==> src/rtl/num_pkg.sv <==
// -----------------------------------------------------------------------------
// num_pkg
// Shared definitions for the number-search block:
//   W        - candidate / number width (5 bits, candidates 0..31)
//   P_MUL*   - bit positions in the property vector and in the search mask
//   NPROP    - number of properties (width of property vector and mask)
//   state_t  - search controller states
// -----------------------------------------------------------------------------
package num_pkg;

  localparam int W       = 5;
  localparam int NPROP   = 5;

  localparam int P_MUL2  = 0;
  localparam int P_MUL3  = 1;
  localparam int P_MUL4  = 2;
  localparam int P_MUL5  = 3;
  localparam int P_MUL30 = 4;

  typedef enum logic [1:0] {
    IDLE = 2'd0,
    SCAN = 2'd1,
    HOLD = 2'd2,
    DONE = 2'd3
  } state_t;

endpackage

==> src/rtl/num_props.sv <==
// -----------------------------------------------------------------------------
// num_props
// Purely combinational property evaluator for one candidate value.
// Ports:
//   i_n      [W-1:0]     candidate value 0..31
//   o_props  [NPROP-1:0] property flags, indexed by P_MUL2..P_MUL30
// Zero is treated as a multiple of 2 and 4 but not of 3, 5 or 30.
// -----------------------------------------------------------------------------
module num_props
  import num_pkg::*;
(
  input  logic [W-1:0]     i_n,
  output logic [NPROP-1:0] o_props
);

  logic w_nonzero;
  logic w_m2;
  logic w_m3;
  logic w_m4;
  logic w_m5;

  assign w_nonzero = (i_n != '0);
  assign w_m2      = ~i_n[0];
  assign w_m4      = (i_n[1:0] == 2'b00);
  // Constant-divisor modulo on 5 bits folds into a small lookup.
  assign w_m3      = w_nonzero && ((i_n % W'(3)) == '0);
  assign w_m5      = w_nonzero && ((i_n % W'(5)) == '0);

  always_comb begin
    o_props          = '0;
    o_props[P_MUL2]  = w_m2;
    o_props[P_MUL3]  = w_m3;
    o_props[P_MUL4]  = w_m4;
    o_props[P_MUL5]  = w_m5;
    o_props[P_MUL30] = w_m2 & w_m3 & w_m5;
  end

endmodule

==> src/rtl/num_search.sv <==
// -----------------------------------------------------------------------------
// num_search
// Scans candidates 0..31 one per cycle and presents every value whose
// properties satisfy the mask latched at start. Each match is held on
// number/valid until the consumer acks it, then the scan resumes at the
// following candidate.
// Ports:
//   clk          clock, rising edge
//   rst_n        asynchronous active-low reset
//   start        begin a new search (accepted in IDLE or DONE)
//   mask   [4:0] required properties (1 = required, 0 = don't care)
//   ack          consumer took the presented number (used in HOLD only)
//   abort        cancel and return to IDLE; beats start and ack
//   number [4:0] last matched value, kept after valid falls
//   valid        number holds an unacknowledged match
//   busy         searching (SCAN or HOLD)
//   done         search finished (DONE)
//   match_count  matches found in the current / last search, 0..32
// -----------------------------------------------------------------------------
module num_search #(
  parameter int W = 5
) (
  input  logic         clk,
  input  logic         rst_n,
  input  logic         start,
  input  logic [W-1:0] mask,
  input  logic         ack,
  input  logic         abort,
  output logic [W-1:0] number,
  output logic         valid,
  output logic         busy,
  output logic         done,
  output logic [5:0]   match_count
);

  import num_pkg::*;

  state_t           r_state;
  logic [W-1:0]     r_cand;
  logic [W-1:0]     r_number;
  logic             r_valid;
  logic [5:0]       r_count;
  logic [NPROP-1:0] r_mask;

  state_t           w_state_next;
  logic [W-1:0]     w_cand_next;
  logic [W-1:0]     w_number_next;
  logic             w_valid_next;
  logic [5:0]       w_count_next;
  logic [NPROP-1:0] w_mask_next;

  logic [NPROP-1:0] w_props;
  logic             w_match;
  logic             w_last;

  num_props u_props (
    .i_n     (r_cand),
    .o_props (w_props)
  );

  // Every required property must hold; unrequired ones are ignored.
  assign w_match = ((w_props & r_mask) == r_mask);
  // The scan stops at the top value instead of wrapping back to zero.
  assign w_last  = (r_cand == '1);

  always_ff @(posedge clk or negedge rst_n) begin
    if (!rst_n) begin
      r_state  <= IDLE;
      r_cand   <= '0;
      r_number <= '0;
      r_valid  <= 1'b0;
      r_count  <= '0;
      r_mask   <= '0;
    end else begin
      r_state  <= w_state_next;
      r_cand   <= w_cand_next;
      r_number <= w_number_next;
      r_valid  <= w_valid_next;
      r_count  <= w_count_next;
      r_mask   <= w_mask_next;
    end
  end

  always_comb begin
    w_state_next  = r_state;
    w_cand_next   = r_cand;
    w_number_next = r_number;
    w_valid_next  = r_valid;
    w_count_next  = r_count;
    w_mask_next   = r_mask;

    if (abort) begin
      // Count and last number stay visible so the consumer can inspect them.
      w_state_next = IDLE;
      w_valid_next = 1'b0;
    end else begin
      case (r_state)
        IDLE, DONE: begin
          if (start) begin
            w_mask_next  = mask;
            w_cand_next  = '0;
            w_count_next = '0;
            w_state_next = SCAN;
          end
        end

        SCAN: begin
          if (w_match) begin
            w_number_next = r_cand;
            w_valid_next  = 1'b1;
            w_count_next  = r_count + 6'd1;
            w_state_next  = HOLD;
          end else if (w_last) begin
            w_state_next = DONE;
          end else begin
            w_cand_next = r_cand + W'(1);
          end
        end

        HOLD: begin
          if (ack) begin
            w_valid_next = 1'b0;
            if (w_last) begin
              w_state_next = DONE;
            end else begin
              w_cand_next  = r_cand + W'(1);
              w_state_next = SCAN;
            end
          end
        end

        default: begin
          w_state_next = IDLE;
          w_valid_next = 1'b0;
        end
      endcase
    end
  end

  assign number      = r_number;
  assign valid       = r_valid;
  assign busy        = (r_state == SCAN) || (r_state == HOLD);
  assign done        = (r_state == DONE);
  assign match_count = r_count;

endmodule
==> config.mk <==
export PLATFORM = sky130hd
export DESIGN_NAME = num_search
export DESIGN_NICKNAME = d
export VERILOG_FILES = /design/src/rtl/num_pkg.sv /design/src/rtl/num_props.sv /design/src/rtl/num_search.sv
export SDC_FILE = /design/constraint.sdc
export NUM_CORES = 1
export LEC_CHECK = 0
export ABC_AREA = 0
export CELL_PAD_IN_SITES_DETAIL_PLACEMENT = 1
export CELL_PAD_IN_SITES_GLOBAL_PLACEMENT = 1
export CORE_MARGIN = 3
export CORE_UTILIZATION = 30
export DETAILED_ROUTE_END_ITERATION = 6
export PLACE_DENSITY_LB_ADDON = 0.25
export SETUP_SLACK_MARGIN = 0.4
export SLEW_MARGIN = 20
export SYNTH_ARGS = -nofsm -noshare
export SYNTH_HDL_FRONTEND = slang
export SYNTH_SLANG_ARGS = --single-unit
==> constraint.sdc <==
create_clock -name clk -period 3.7 [get_ports clk]
set_clock_uncertainty 0.05 [all_clocks]
set_input_delay 1.11 -clock clk [delete_from_list [all_inputs] [get_ports clk]]
set_output_delay 1.11 -clock clk [all_outputs]
set_load 0.02 [all_outputs]
==> impl_metrics.yaml <==
synthesis:
  syn-cell-area_mm2: 0.002083
  synthArstFlopShare_pct: 100.0
  synthFlopType: "dfrtp_1"
  ys_warn_count: 0
  synth_top_area_share_pct: 28.83
  synth_edf_count: 0
  yosysUniqueCellTypes: 62
  synth_area_leaders: "dfrtp_1 (29%), ha_1 (7.2%), nand2_1 (3.2%), nor2_1 (3.2%), mux2_2 (3.2%)"
  synth_cells: 236
  synth.largest_area_cell: "dfrtp_1"
  avgSynthCellArea_um2: 8.827
  ys_ff_latch: 24
  syn-num-nets: 258
  ys_seq_area_share_pct: 28.83
layout:
  final_cells: 359
  layout.nets: 305
  syn_to_final_growth_pct: 38.14
  drive_gt1_share_pct: 29.79
  antenna_cells: 0
  n_fill_cell: 777
cts:
  cts_max_path_buffers: 2
  insertion_delay_ps: 270
  clock_sinks: 24
  clock-root-buffer: "clkbuf_8"
  htree_levels: 1
  cts_hold_buf: 0
  cts_buffers: 3
  clkTransAtPathRegs_ps: 90
  cts_tree: "yes"
critical_path:
  required_ps: 3850
  crit_path_top_delay_cell: "dfrtp_1"
  cp_max_fo: 5
  worstSetupPathType: "flip-flop to flip-flop"
  end_kind: "flip-flop"
  cpPeakStageDelay_ps: 410
  path_depth: 17
  critPathLaunchType: "flip-flop"
  critPathTopFamily: "compound AO/OA/AOI/OAI gates"
  rr_endpoint: "r_state[1]"
  cp_num_buf_inv: 4
  r2r_cells: 17
  crit_end: "r_state[1]"
  rrSetupSlack_ps: 270
  timing.rr.start: "r_cand[0]"
  cp.arrival_ps: 3580
  cp_cell_sequence: "clkinv_4 > ha_4 > nor4bb_1 > a311o_1 > a31oi_4 > inv_2 > ha_4 > nand2b_4 > nor4b_4 > o221a_1 > a311oi_2 > o221a_4 > buf_4 > o311ai_4 > buf_4 > nand3_2 > a21oi_2"
  critPathLaunch: "r_cand[0]"
placed_design:
  place_hpwl_mm: 4.295
  numPlacedInstances: 340
  place_congestion: 0.8152
  port_buffers: 23
power:
  ir_worst_vdd_mv: 0.3753
  power_leakage_nw: 1.191
  power.density_mw_per_mm2: 692.0
die:
  die_area_mm2: 0.007980
  ioPinCount: 24
  die_x_um: 89.33
  core_area_mm2: 0.006531
  rows: 29
  initial_core_util_pct: 31.90
  die_h_um: 89.33
timing:
  fmax_mhz: 291.2
  period_needed_ps: 3434
  fin_setup_tns_ps: 0
  hold_violations: 0
  worstMarginPinSlew_ps: 511.0
  slew_headroom_pct: 65.94
  maxSlewViolCount: 0
  fin_crit_sh_pct: 92.82
  rsz0062_at_grt: "yes"
  setup_violations: 0
grt:
  gr-total-overflow: 0
  grt_max_degree: 25
  grt_pass1_vias: 2019
  antenna_found_initial: 0
  grt_pass1_wl_mm: 10.06
  grt_usage_pct: 15.98
route:
  via_count: 1979
  post-route-drc-count: 0
  wire_per_inst_um: 17.27
  drtIter0Drc: 41
  avgViaCountPerCell: 5.513
  routed_wl_mm: 6.199
  drtAntennaViolNets: 0
  detail_route.first_pass.iterations: 4
job:
  drv_cap: 0
status:
  status: "completed"
hold_path:
  worstHoldPathType: "flip-flop to flip-flop"
## metal layers
| layer | global-route usage, % | vias up | wire length (um) |
|---|---|---|---|
| met2 | 26.19 | 14 | 3022 |
| met1 | 22.53 | 995 | 3065 |
| met5 | 0 | - | 0 |
| li1 | - | 968 | - |
| met3 | 1.935 | 2 | 82 |
| met4 | 3.383 | 0 | 29 |
## cells in the final DEF (no fill, tap or decap), types with 4 or more instances in the layout
master           count
buf_4               27
clkdlybuf4s50_1     23
dfrtp_1             20
nor2_1              18
nand2_1             17
inv_1               14
ha_1                 9
nand3_1              8
o21ai_0              8
a21oi_1              8
nand2b_1             7
nor2b_1              7
mux2_2               6
mux2i_1              6
a21oi_2              5
o21ai_1              5
buf_6                4
dfrtp_2              4
## layout make-up
cell class                      count  area, um^2  area share, %
Tap cell                           77       96.34          3.348
Inverter                           16       65.06          2.261
Timing Repair Buffer               56       503.0          17.48
Sequential cell                    24       605.6          21.04
Clock buffer                        3       41.29          1.435
Clock inverter                      1       30.03          1.043
Multi-Input combinational cell    182        1536          53.39
## worst reg2reg max path, cell delays in order, from the launching register on
cell      delay, ps
dfrtp_1         410
clkinv_4         80
ha_4            160
nor4bb_1        140
a311o_1         310
a31oi_4         170
inv_2            60
ha_4            210
nand2b_4        150
nor4b_4         260
o221a_1         220
a311oi_2         50
o221a_4         330
buf_4           160
o311ai_4        230
buf_4           170
nand3_2          70
a21oi_2         150
## flip-flops by register name, indices dropped and copies added, names as in the netlist
| signal | cells |
|---|---|
| match_count | 6 |
| r_cand | 5 |
| r_mask | 5 |
| number | 5 |
| valid | 1 |
| r_state | 2 |
## cell usage after synthesis, types with 2 or more instances
master    instances
a211o_1           2
a21o_1            2
a21oi_1          13
a22oi_1           2
a311o_1           2
a311oi_1          2
a31o_1            2
a41o_1            2
buf_2             9
clkbuf_1          5
dfrtp_1          24
ha_1             12
inv_1            16
mux2_1            5
mux2_2            6
mux2i_1           6
nand2_1          18
nand2b_1          9
nand3_1           9
nand4b_1          2
nor2_1           18
nor2b_1           7
nor3_1            4
nor4b_1           3
o21ai_0          11
o21ai_1           5
o221ai_1          2
o32ai_1           3
xor2_1            2
## worst min-delay path by stage
stage / from / endpoint / slack, ps / cells past startpoint
3_3_place_gp: number[3] / number[3] / 420 / 1
5_1_grt: number[1] / number[1] / 480 / 1
3_5_place_dp: number[2] / number[2] / 430 / 1
6_report: number[1] / number[1] / 450 / 1
4_1_cts: number[1] / number[1] / 460 / 1
2_1_floorplan: r_mask[2] / r_mask[2] / 420 / 1
## per-stage QoR
step                      area, um^2  hold slack [ps]  setup WS [ps]  util, %  power, W
after floorplan                 2125            421.2          125.6        -  0.001116
after global placement          2512            416.5          145.7    38.47  0.001411
after detailed placement        2512            425.1          99.14    38.47  0.001427
after CTS                       2716            460.2          226.3    41.59  0.001776
after global routing            2878            483.8          84.99    44.06  0.002137
final                           2878            449.8          265.7    44.06  0.001991
## timing repair
item / in CTS / in global routing
setup buffers: 8 / 6
resized for setup: 17 / 24
endpoints found under the setup margin: 19 / 19
gates cloned: 1 / 0
pin swaps: 15 / 14
## logic make-up after synthesis
group / synth area share [%]
XOR/XNOR: 0.8410
flip-flops: 28.83
AND/OR/NAND/NOR: 22.04
adder cells (fa/ha/maj): 7.207
AO/OA/AOI/OAI: 26.31
multiplexers: 8.829
buffers and inverters: 5.946
## power by group
group / leakage, nW / internal, W / switching (W)
combinational: 0.843 / 0.000640 / 0.000719
sequential: 0.312 / 0.000332 / 0.0000619
clock: 0.0357 / 0.000145 / 0.0000929
Note: power is estimated with default switching activity, not from simulation.
